===== src/rtl/sparc_pkg.sv =====
// Shared constants and types for the SPARC pipeline front end.
package sparc_pkg;

  localparam int WORD_W = 32;

  // sethi 0,%g0 : the canonical SPARC no-op used for pipeline bubbles
  localparam logic [WORD_W-1:0] NOP_WORD = 32'h0100_0000;

  typedef enum logic {
    RUN   = 1'b0,
    FAULT = 1'b1
  } fetch_state_t;

  // Clear the two low bits of a byte address so it names a whole word.
  function automatic logic [WORD_W-1:0] word_align(input logic [WORD_W-1:0] addr);
    return {addr[WORD_W-1:2], 2'b00};
  endfunction

endpackage


===== src/rtl/if_id_reg.sv =====
// IF/ID pipeline register with hold (stall) and bubble-insert controls.
module if_id_reg
  import sparc_pkg::*;
#(
  parameter logic [WORD_W-1:0] NOP_WORD = sparc_pkg::NOP_WORD
) (
  input  logic              clk,
  input  logic              reset,
  input  logic              hold,
  input  logic              bubble,
  input  logic [WORD_W-1:0] instr_in,
  input  logic [WORD_W-1:0] pc_in,
  output logic [WORD_W-1:0] instr,
  output logic [WORD_W-1:0] pc,
  output logic              valid
);

  // Hold has priority; a bubble keeps the PC for traceability but drops valid.
  always_ff @(posedge clk or negedge reset) begin
    if (!reset) begin
      instr <= NOP_WORD;
      pc    <= '0;
      valid <= 1'b0;
    end else if (!hold) begin
      pc <= pc_in;
      if (bubble) begin
        instr <= NOP_WORD;
        valid <= 1'b0;
      end else begin
        instr <= instr_in;
        valid <= 1'b1;
      end
    end
  end

endmodule


===== src/rtl/sparc_fetch_stage.sv =====
// SPARC instruction-fetch stage: PC/nPC sequencing with delayed control
// transfer and delay-slot annulment, feeding the IF/ID register.
// Optional build macro FETCH_ALIGN_CHECK_EN adds a sticky misaligned-target
// fault (fetch_fault port and RUN/FAULT state); without it the low target
// bits are silently cleared.
module sparc_fetch_stage
  import sparc_pkg::*;
#(
  parameter logic [WORD_W-1:0] RESET_PC = 32'h0000_0000,
  parameter logic [WORD_W-1:0] NOP_WORD = sparc_pkg::NOP_WORD
) (
  input  logic              clk,
  input  logic              reset,
  input  logic              stall,
  input  logic              ct_taken,
  input  logic [WORD_W-1:0] ct_target,
  input  logic              annul_slot,
  output logic [WORD_W-1:0] imem_addr,
  input  logic [WORD_W-1:0] imem_data,
  output logic [WORD_W-1:0] PC_IF,
  output logic [WORD_W-1:0] instr_ID,
  output logic [WORD_W-1:0] pc_ID,
  output logic              valid_ID
`ifdef FETCH_ALIGN_CHECK_EN
  ,
  output logic              fetch_fault
`endif
);

  logic [WORD_W-1:0] pc;
  logic [WORD_W-1:0] npc;
  logic [WORD_W-1:0] target;
  logic              advance;
  logic              id_hold;
  logic              id_bubble;

`ifdef FETCH_ALIGN_CHECK_EN
  fetch_state_t state;
  fetch_state_t state_next;
  logic         misaligned;

  assign target      = ct_target;
  assign misaligned  = ct_taken && (ct_target[1:0] != 2'b00);
  assign fetch_fault = (state == FAULT);

  // State register: FAULT is sticky until reset.
  always_ff @(posedge clk or negedge reset) begin
    if (!reset) state <= RUN;
    else        state <= state_next;
  end

  // Next state and fetch controls; a fault freezes PC and streams bubbles.
  always_comb begin
    state_next = state;
    advance    = !stall;
    id_hold    = stall;
    id_bubble  = annul_slot;
    case (state)
      RUN: begin
        if (!stall && misaligned) begin
          state_next = FAULT;
          advance    = 1'b0;
          id_bubble  = 1'b1;
        end
      end
      FAULT: begin
        advance   = 1'b0;
        id_hold   = 1'b0;
        id_bubble = 1'b1;
      end
      default: state_next = RUN;
    endcase
  end
`else
  logic unused_target_bits;

  assign target             = word_align(ct_target);
  assign unused_target_bits = ^ct_target[1:0];

  // Fetch controls: a stall freezes everything and masks ct/annul.
  always_comb begin
    advance   = !stall;
    id_hold   = stall;
    id_bubble = annul_slot;
  end
`endif

  // PC/nPC pair: delayed transfer sends PC to nPC and nPC to the target.
  always_ff @(posedge clk or negedge reset) begin
    if (!reset) begin
      pc  <= RESET_PC;
      npc <= RESET_PC + 32'd4;
    end else if (advance) begin
      pc  <= npc;
      npc <= ct_taken ? target : npc + 32'd4;
    end
  end

  assign PC_IF     = pc;
  assign imem_addr = pc;

  if_id_reg #(
    .NOP_WORD (NOP_WORD)
  ) u_if_id (
    .clk      (clk),
    .reset    (reset),
    .hold     (id_hold),
    .bubble   (id_bubble),
    .instr_in (imem_data),
    .pc_in    (pc),
    .instr    (instr_ID),
    .pc       (pc_ID),
    .valid    (valid_ID)
  );

endmodule


===== config.mk =====
export PLATFORM = sky130hd
export DESIGN_NAME = sparc_fetch_stage
export DESIGN_NICKNAME = d
export VERILOG_FILES = /design/src/rtl/sparc_pkg.sv /design/src/rtl/if_id_reg.sv /design/src/rtl/sparc_fetch_stage.sv
export SDC_FILE = /design/constraint.sdc
export NUM_CORES = 1
export LEC_CHECK = 0
export ABC_AREA = 1
export BUFFER_PORTS_ARGS = -buffer_cell sky130_fd_sc_hd__buf_2
export CORE_MARGIN = 1
export CORE_UTILIZATION = 55
export CTS_CLUSTER_SIZE = 10
export DETAILED_ROUTE_END_ITERATION = 12
export MAX_ROUTING_LAYER = met4
export PLACE_DENSITY = 0.94
export SLEW_MARGIN = 20
export SYNTH_ARGS = -nofsm -noshare
export SYNTH_HDL_FRONTEND = slang
export SYNTH_SLANG_ARGS = --single-unit

===== constraint.sdc =====
create_clock -name clk -period 2.6 [get_ports clk]
set_clock_uncertainty 0.05 [all_clocks]
set_input_delay 0.52 -clock clk [delete_from_list [all_inputs] [get_ports clk]]
set_output_delay 0.52 -clock clk [all_outputs]
set_load 0.005 [all_outputs]

# Word-level counts from Yosys, hierarchy flattened
# Index checks and enable logic that the tools add are counted.
# op_classes
n_mux	3
add_sub_neg	1
# ops
cell	count
2-to-1 mux 32 bit	2
adder 32 x 3 -> 32 bit, second input constant	1
2-to-1 mux 1 bit	1
# totals
ff_bits	129
output_inout_bits	129
word_cells	9

# Logic depth before layout (Yosys ltp)
# Gate-level depths: netlist of run 1.
# logic_depth
ltp_word	2
depth_mapped	10
depth_no_buf	10

# By module
# A second synthesis of run 1 with hierarchy kept.
# unflattened
hier_cells	807
area_unflattened_um2	6095.8
# modules_own_cells
module	seq_area_each_um2	cells_each	area_each_um2	instances
sparc_fetch_stage	1502.7	533	3667.3	1
if_id_reg	1627.8	274	2428.6	1

# Worst setup path after synthesis of run 1
# OpenSTA, ideal clock, no wires.
# synth_path
path_kind	register -> register
startpoint	register npc[2]
endpoint	register npc[18]
path_slack_ns	1.016
t_arrival_ns	1.421
synth_period_minus_slack_ns	1.584
path_stages_with_launch	11
n_path_buf	0
cell_sequence	dfstp_2 > ha_1 > nand2_1 > nor2_4 > nand2_4 > nor2_4 > nand3_2 > o21ai_0 > nand2_1 > nand2_1 > inv_1
# synth_via
elab_chain_cells	2
# synth_rtl
item	line	source
start, declared	sparc_fetch_stage.sv:31	logic [WORD_W-1:0] npc;
start signal, assigned	sparc_fetch_stage.sv:92	npc <= RESET_PC + 32'd4;
start signal, assigned	sparc_fetch_stage.sv:95	npc <= ct_taken ? target : npc + 32'd4;
adder 32 x 3 -> 32 bit	sparc_fetch_stage.sv:95	
2-to-1 mux 32 bit	sparc_fetch_stage.sv:95	
# Every way passes these cells.
# A chain may end at the register's enable or synchronous reset.

# Worst setup path after layout of run 1
# Same ends and word-level chain as after synthesis.

==> flow_results.xml, run 1 <==
<?xml version="1.0" encoding="UTF-8"?>
<metrics>
  <group name="clock_network">
    <metric name="clock-sinks" unit="">123</metric>
    <metric name="cts_tree" unit="">done</metric>
    <metric name="post_cts_resize_count" unit="">0</metric>
    <metric name="clk_path_buf_depth" unit="">2</metric>
    <metric name="cts_root_buf" unit="">clkbuf_8</metric>
    <metric name="post-cts-setup-buffer-count" unit="">0</metric>
    <metric name="htree_num_levels" unit="">4</metric>
    <metric name="clkSlewWorstSetupHoldPaths" unit="ps">60</metric>
    <metric name="cts_inserted_buffers" unit="">17</metric>
    <metric name="clock_network_latency_to_the_later_pin_of_the_worst_skew_pair" unit="ps">530</metric>
  </group>
  <group name="cells_and_area">
    <metric name="post-route-util" unit="">0.708</metric>
    <metric name="n_antenna_cell" unit="">0</metric>
    <metric name="final_nets" unit="">953</metric>
    <metric name="area_growth_syn_to_layout" unit="%">24.0</metric>
    <metric name="final_layout_size_suffix_gt1_frac" unit="">0.285</metric>
  </group>
  <group name="sta">
    <metric name="fin_setup_tns" unit="ps">0</metric>
    <metric name="slew_headroom" unit="">0.467</metric>
    <metric name="setup_viol_count_final" unit="">0</metric>
    <metric name="worstMarginPinSlew" unit="ps">799</metric>
    <metric name="hold_violations" unit="">0</metric>
    <metric name="hold_ws" unit="ps">159</metric>
    <metric name="final.period_utilization" unit="">0.722</metric>
    <metric name="rsz0062_at_grt" unit="">false</metric>
    <metric name="fin_max_slew_vios" unit="">0</metric>
    <metric name="max_freq" unit="MHz">533</metric>
    <metric name="final.min_clock_period" unit="ps">1880</metric>
  </group>
  <group name="global_routing">
    <metric name="initial_antenna_violation_count" unit="">0</metric>
    <metric name="track_usage" unit="">0.304</metric>
    <metric name="globalRouteMet3Util" unit="">0.0638</metric>
    <metric name="grt_first_pass_wirelength" unit="um">25700</metric>
    <metric name="grtUsageMet2" unit="">0.484</metric>
    <metric name="grt_pass1_vias" unit="">5267</metric>
    <metric name="grt_busiest_layer" unit="">met2</metric>
    <metric name="globalRoute.totalOverflow" unit="">0</metric>
    <metric name="global_route.usage.met1" unit="">0.382</metric>
    <metric name="pin_count_of_the_biggest_net_entering_global_routing" unit="">153</metric>
  </group>
  <group name="setup_path">
    <metric name="worstPathBufferInverterCount" unit="">1</metric>
    <metric name="critPathKind" unit="">register to register</metric>
    <metric name="end_kind" unit="">register</metric>
    <metric name="critPathMaxFanout" unit="">6</metric>
    <metric name="critPathArrivalTime" unit="ps">2240</metric>
    <metric name="max_stage_delay" unit="ps">550</metric>
    <metric name="timing.critical_path.mode_cell" unit="">nand2_1</metric>
    <metric name="required_time_of_the_worst_setup_path" unit="ps">2970</metric>
    <metric name="setup.worst_path.start_class" unit="">register</metric>
    <metric name="crit_path_cell_trace" unit="">ha_1, nand2_1, nor2_4, nand2_4, nor2_4, nand3_2, o21ai_0, nand2_1, nand2_1, inv_1</metric>
    <metric name="timing.critical_path.max_delay_family" unit="">simple AND/OR/NAND/NOR gates</metric>
    <metric name="cp_slowest_cell" unit="">dfstp_2</metric>
  </group>
  <group name="floorplan">
    <metric name="boundaryPins" unit="">198</metric>
    <metric name="fp-row-count" unit="">37</metric>
    <metric name="floorplan.die_area" unit="um^2">11200</metric>
    <metric name="floorplan.die.width" unit="um">106</metric>
    <metric name="starting_density_of_the_core" unit="">0.571</metric>
    <metric name="coreArea" unit="um^2">10400</metric>
    <metric name="dieHeight" unit="um">106</metric>
  </group>
  <group name="synth">
    <metric name="yosys_register_bits" unit="">123</metric>
    <metric name="avgSynthCellArea" unit="um^2">8.16</metric>
    <metric name="ys.warnings.count" unit="">0</metric>
    <metric name="post_synth_instance_area" unit="um^2">5950</metric>
    <metric name="postSynthCellCount" unit="">729</metric>
    <metric name="post_synth_num_cell_types" unit="">32</metric>
    <metric name="seq_area_frac_synth" unit="">0.518</metric>
  </group>
  <group name="routing">
    <metric name="drt_drc_violations_left" unit="">0</metric>
    <metric name="via_count" unit="">5558</metric>
    <metric name="detail_route.wirelength" unit="um">15900</metric>
    <metric name="detail-route-antenna-nets" unit="">0</metric>
    <metric name="drt_first_pass_iters" unit="">6</metric>
    <metric name="routed_wire_length_per_instance" unit="um">15.4</metric>
    <metric name="drt_iter0_drc" unit="">639</metric>
    <metric name="detail_route.vias_per_cell" unit="">5.39</metric>
  </group>
  <group name="power_and_ir_drop">
    <metric name="power_frac_comb" unit="">0.159</metric>
    <metric name="p_sw_frac" unit="">0.293</metric>
    <metric name="internal_power" unit="mW">4.01</metric>
    <metric name="ir_worst_vdd" unit="mV">0.448</metric>
    <metric name="p_sw" unit="mW">1.66</metric>
    <metric name="power_frac_seq" unit="">0.417</metric>
    <metric name="power_leakage" unit="nW">3.98</metric>
    <metric name="power.density" unit="nW/um^2">769</metric>
    <metric name="p_clk_frac" unit="">0.424</metric>
  </group>
  <group name="outcome">
    <metric name="status" unit="">finished, final reports clean</metric>
  </group>
  <group name="place">
    <metric name="place.detailed.hpwl" unit="um">10500</metric>
    <metric name="place.gp.congestion" unit="">0.908</metric>
    <metric name="io_buffers" unit="">189</metric>
  </group>
  <group name="worst_hold_path">
    <metric name="hp-class" unit="">input pin to register</metric>
  </group>
  <group name="flow_run">
    <metric name="max_cap_violations" unit="">0</metric>
  </group>
</metrics>
==> per-layer routing <==
layer | wire length, um | share of wire
met2 | 7910 | 0.50
met3 | 1050 | 0.066
met5 | 0 | 0
met4 | 484 | 0.030
met1 | 6430 | 0.40
==> worst paths after layout <==
check                      slack (ps)  cells past startpoint                 to            from
setup / recovery                  720                     10            npc[18]          npc[2]
hold / removal                    160                      2  u_if_id.instr[21]   imem_data[21]
setup reg to reg                  720                     10            npc[18]          npc[2]
hold reg to reg                   420                      2     u_if_id.pc[21]  u_if_id.pc[21]
max in group asynchronous        1480                      3  u_if_id.instr[24]           reset
min in group asynchronous         340                      2      u_if_id.pc[8]           reset
==> metrics by stage <==
stage	area (um^2)	std cells	total power, mW	setup WS [ps]
after floorplan	5960	734	2.89	1020
after global placement	6760	999	3.22	768
after detailed placement	6760	999	3.27	744
after CTS	7370	1032	5.67	740
after global routing	7370	1032	5.92	612
final	7370	1032	5.67	722
==> cells in the mapped netlist (all sizes together) <==
master  number  area, um^2
o31ai        1        7.51
dfstp        2        52.6
conb         1        3.75
a22o        31         272
nand3       31         160
nor3         3        20.0
buf         57         377
and2         1        6.26
inv         55         206
nand2      256         983
clkbuf      12        45.0
a21oi       15        75.1
o21a         1        7.51
o21ai       60         300
o32ai        1        8.76
nor2        75         347
nand4        1        6.26
o22ai        2        12.5
or2          1        6.26
ha           1        12.5
dfrtp      121        3030
o22a         1        8.76
==> area by class of cell <==
class                           count  area, um^2
Multi-Input combinational cell    487        2260
Inverter                           55         206
Clock buffer                       17         414
Sequential cell                   123        3080
Fill cell                         781        3040
Tap cell                          136         170
Clock inverter                     15         190
Timing Repair Buffer              199        1050
==> flip-flops by register name, summed over array words and instances (netlist names) <==
register and cells:
u_if_id.instr 32, u_if_id.valid 1, PC_IF 30, u_if_id.pc 30, npc 30
==> cell usage in the layout (no fill, tap or decap), types with 7 or more instances in the layout <==
master,count
nand2_1,251
a22o_1,31
dfrtp_1,121
nor2_4,7
buf_2,187
inv_1,53
nand3_1,30
a21oi_1,15
buf_4,9
clkbuf_16,16
o21ai_0,59
nor2_1,62
==> power groups by stage <==
stage	Combinational (mW)	Clock, mW	Sequential (mW)
floorplan	0.531	0	2.36
global placement	0.851	0	2.37
detailed placement	0.885	0	2.38
CTS	0.903	2.41	2.36
global route	1.02	2.52	2.39
finish	0.902	2.41	2.36
==> timing repair <==
item | CTS | global route
hold buffers | 1 | 0
setup endpoints to repair | 0 | 0
hold endpoints to repair | 9 | 0
==> cell families (layout without fill, tap and decap cells) <==
| family | Yosys count | after routing | synth area share |
|---|---|---|---|
| DFF | 123 | 123 | 0.518 |
| AOI/OAI and AO/OA | 112 | 112 | 0.116 |
| other | 1 | 6 | 0.000631 |
| and+or+nand+nor | 368 | 368 | 0.257 |
| buffers and inverters | 124 | 286 | 0.106 |
| adders and majority gates | 1 | 1 | 0.00210 |
(Power assumes the default switching activity.)
==> run 2, diff against run 1 <==
--- a/config.mk
+++ b/config.mk
@@ -8,11 +8,11 @@
 export ABC_AREA = 1
 export BUFFER_PORTS_ARGS = -buffer_cell sky130_fd_sc_hd__buf_2
 export CORE_MARGIN = 1
-export CORE_UTILIZATION = 55
+export CORE_UTILIZATION = 51
 export CTS_CLUSTER_SIZE = 10
 export DETAILED_ROUTE_END_ITERATION = 12
 export MAX_ROUTING_LAYER = met4
-export PLACE_DENSITY = 0.94
+export PLACE_DENSITY = 0.89
 export SLEW_MARGIN = 20
 export SYNTH_ARGS = -nofsm -noshare
 export SYNTH_HDL_FRONTEND = slang
==> constraint.sdc (replaced) <==
create_clock -name clk -period 2 [get_ports clk]
set_clock_uncertainty 0.05 [all_clocks]
set_input_delay 0.4 -clock clk [delete_from_list [all_inputs] [get_ports clk]]
set_output_delay 0.4 -clock clk [all_outputs]
set_load 0.005 [all_outputs]
==> run 2 against run 1 <==
Critical path depth stayed put. Core utilization is 5.5 points lower. Sequential power rose by 30%. First-iteration DRC count decreased by 4.1%. Die area increased by 7.7%. Non-clock buffer count is 3 higher. Count of clock-buffer cells in the layout up 4. Largest cell class unchanged. Largest power group is now sequential cells. Total power increased by 28%. Clock power up 25%. Register-to-register slack worse by 610 ps. Via count down 2.7%.
==> flow_results.xml, run 2 (synthesis gave the netlist of run 1 again) <==
<?xml version="1.0" encoding="UTF-8"?>
<metrics>
  <group name="routing">
    <metric name="drt_first_pass_iters" unit="">6</metric>
    <metric name="detail-route-antenna-nets" unit="">0</metric>
    <metric name="drt_iter0_drc" unit="">613</metric>
    <metric name="routed_wire_length_per_instance" unit="um">14.8</metric>
    <metric name="detail_route.vias_per_cell" unit="">5.19</metric>
    <metric name="via_count" unit="">5410</metric>
    <metric name="drt_drc_violations_left" unit="">0</metric>
    <metric name="detail_route.wirelength" unit="um">15400</metric>
  </group>
  <group name="sta">
    <metric name="final.period_utilization" unit="">0.945</metric>
    <metric name="max_freq" unit="MHz">529</metric>
    <metric name="final.min_clock_period" unit="ps">1890</metric>
    <metric name="fin_setup_tns" unit="ps">0</metric>
    <metric name="rsz0062_at_grt" unit="">false</metric>
    <metric name="setup_viol_count_final" unit="">0</metric>
    <metric name="hold_violations" unit="">0</metric>
    <metric name="fin_max_slew_vios" unit="">0</metric>
  </group>
  <group name="power_and_ir_drop">
    <metric name="power.density" unit="nW/um^2">978</metric>
    <metric name="ir_worst_vdd" unit="mV">0.721</metric>
    <metric name="power_frac_seq" unit="">0.422</metric>
    <metric name="power_leakage" unit="nW">4.01</metric>
    <metric name="p_sw" unit="mW">2.04</metric>
    <metric name="p_clk_frac" unit="">0.416</metric>
    <metric name="power_frac_comb" unit="">0.162</metric>
    <metric name="p_sw_frac" unit="">0.280</metric>
    <metric name="internal_power" unit="mW">5.23</metric>
  </group>
  <group name="worst_hold_path">
    <metric name="hp-class" unit="">input pin to register</metric>
  </group>
  <group name="cells_and_area">
    <metric name="mostFrequentLayoutCells" unit="">251 x nand2_1, 187 x buf_2, 121 x dfrtp_1</metric>
    <metric name="final_nets" unit="">956</metric>
    <metric name="fillerInstances" unit="">896</metric>
    <metric name="area_growth_syn_to_layout" unit="%">24.9</metric>
    <metric name="layoutNonFillerInstCount" unit="">1042</metric>
    <metric name="final_layout_size_suffix_gt1_frac" unit="">0.286</metric>
    <metric name="mostFrequentLayoutCell" unit="">nand2_1</metric>
    <metric name="post-route-util" unit="">0.653</metric>
    <metric name="largest_reg_flops" unit="">32</metric>
    <metric name="n_antenna_cell" unit="">0</metric>
    <metric name="top_register" unit="">u_if_id.instr</metric>
  </group>
  <group name="global_routing">
    <metric name="track_usage" unit="">0.263</metric>
    <metric name="grt_first_pass_wirelength" unit="um">23400</metric>
    <metric name="grt_pass1_vias" unit="">4916</metric>
    <metric name="globalRoute.totalOverflow" unit="">0</metric>
    <metric name="initial_antenna_violation_count" unit="">0</metric>
    <metric name="pin_count_of_the_biggest_net_entering_global_routing" unit="">78</metric>
  </group>
  <group name="setup_path">
    <metric name="critPathArrivalTime" unit="ps">2140</metric>
    <metric name="timing.critical_path.mode_cell" unit="">nand2_1</metric>
    <metric name="max_stage_delay" unit="ps">540</metric>
    <metric name="critPathMaxFanout" unit="">6</metric>
    <metric name="setup.worst_path.start_class" unit="">register</metric>
    <metric name="cp_slowest_cell" unit="">dfstp_2</metric>
    <metric name="end_kind" unit="">register</metric>
    <metric name="crit_path_cell_trace" unit="">ha_1, nand2_1, nor2_4, nand2_4, nor2_4, nand2_1, nand2_1, nand3_1, nand2_1, nand2_1</metric>
    <metric name="required_time_of_the_worst_setup_path" unit="ps">2250</metric>
    <metric name="critPathKind" unit="">register to register</metric>
  </group>
  <group name="clock_network">
    <metric name="clock-sinks" unit="">123</metric>
    <metric name="htree_num_levels" unit="">4</metric>
    <metric name="clkSlewWorstSetupHoldPaths" unit="ps">50</metric>
    <metric name="post_cts_resize_count" unit="">0</metric>
    <metric name="cts_inserted_buffers" unit="">17</metric>
    <metric name="clk_path_buf_depth" unit="">2</metric>
    <metric name="clock_network_latency_to_the_later_pin_of_the_worst_skew_pair" unit="ps">410</metric>
    <metric name="cts_root_buf" unit="">clkbuf_16</metric>
    <metric name="cts_tree" unit="">done</metric>
  </group>
  <group name="floorplan">
    <metric name="floorplan.die_area" unit="um^2">12100</metric>
    <metric name="fp-row-count" unit="">39</metric>
    <metric name="starting_density_of_the_core" unit="">0.523</metric>
    <metric name="floorplan.die.width" unit="um">110</metric>
    <metric name="coreArea" unit="um^2">11400</metric>
    <metric name="dieHeight" unit="um">110</metric>
    <metric name="boundaryPins" unit="">198</metric>
  </group>
  <group name="flow_run">
    <metric name="max_cap_violations" unit="">0</metric>
  </group>
  <group name="place">
    <metric name="place.detailed.hpwl" unit="um">10500</metric>
    <metric name="io_buffers" unit="">189</metric>
    <metric name="placed_cells" unit="">1009</metric>
    <metric name="place.gp.congestion" unit="">0.932</metric>
  </group>
  <group name="outcome">
    <metric name="status" unit="">finished, final reports clean</metric>
  </group>
</metrics>
==> run 2: metal layers <==
layer / vias up / GRT usage / share of wire
met5: - / - / 0
met4: 0 / 0.116 / 0.022
met3: 36 / 0.0476 / 0.055
met2: 218 / 0.399 / 0.49
met1: 2561 / 0.348 / 0.44
li1: 2595 / - / -
==> run 2: power by group through the flow <==
stage	clock network [mW]	registers (mW)	logic [mW]
2_1_floorplan	0	3.07	0.690
3_3_place_gp	0	3.08	1.13
3_5_place_dp	0	3.10	1.16
4_1_cts	3.04	3.06	1.18
5_1_grt	3.14	3.11	1.34
6_report	3.02	3.07	1.17
==> run 2: stage by stage <==
| stage | setup slack [ps] | total power, mW | hold slack, ps | area, um^2 |
|---|---|---|---|---|
| floorplan | 416 | 3.76 | 54.4 | 5960 |
| global placement | 288 | 4.21 | 315 | 6830 |
| detailed placement | 240 | 4.25 | 318 | 6830 |
| CTS | 165 | 7.28 | 141 | 7430 |
| global route | 33.4 | 7.58 | 152 | 7430 |
| finish | 109 | 7.26 | 150 | 7430 |
==> run 2: cell type report <==
type	instances	area, um^2	area share
clock buffers	21	470	0.0634
clock inverters	11	118	0.0158
inverters	55	206	0.0278
multi-input cells	487	2260	0.304
flip-flops and latches	123	3080	0.415
well taps	143	179	0.0241
repair buffers	202	1110	0.150
==> run 2: what timing repair did <==
| action | CTS | global route |
|---|---|---|
| endpoints found under the hold margin | 29 | 0 |
| hold buffers | 1 | 0 |
| buffers inserted | 0 | 0 |
==> run 2: final timing paths <==
kind | from | endpoint | slack, ps | depth (start not counted)
setup / recovery | npc[2] | npc[22] | 110 | 10
hold / removal | imem_data[20] | u_if_id.instr[20] | 150 | 2
setup reg to reg | npc[2] | npc[22] | 110 | 10
hold reg to reg | u_if_id.valid | u_if_id.valid | 420 | 2
max in group asynchronous | reset | npc[2] | 850 | 3
min in group asynchronous | reset | u_if_id.instr[20] | 420 | 2
==> run 2: critical path, delay by kind of cell, from the launching register on <==
family | cells | cell delay, ps
flip-flops | 1 | 540
AND/OR/NAND/NOR | 9 | 1000
adder cells (fa/ha/maj) | 1 | 190
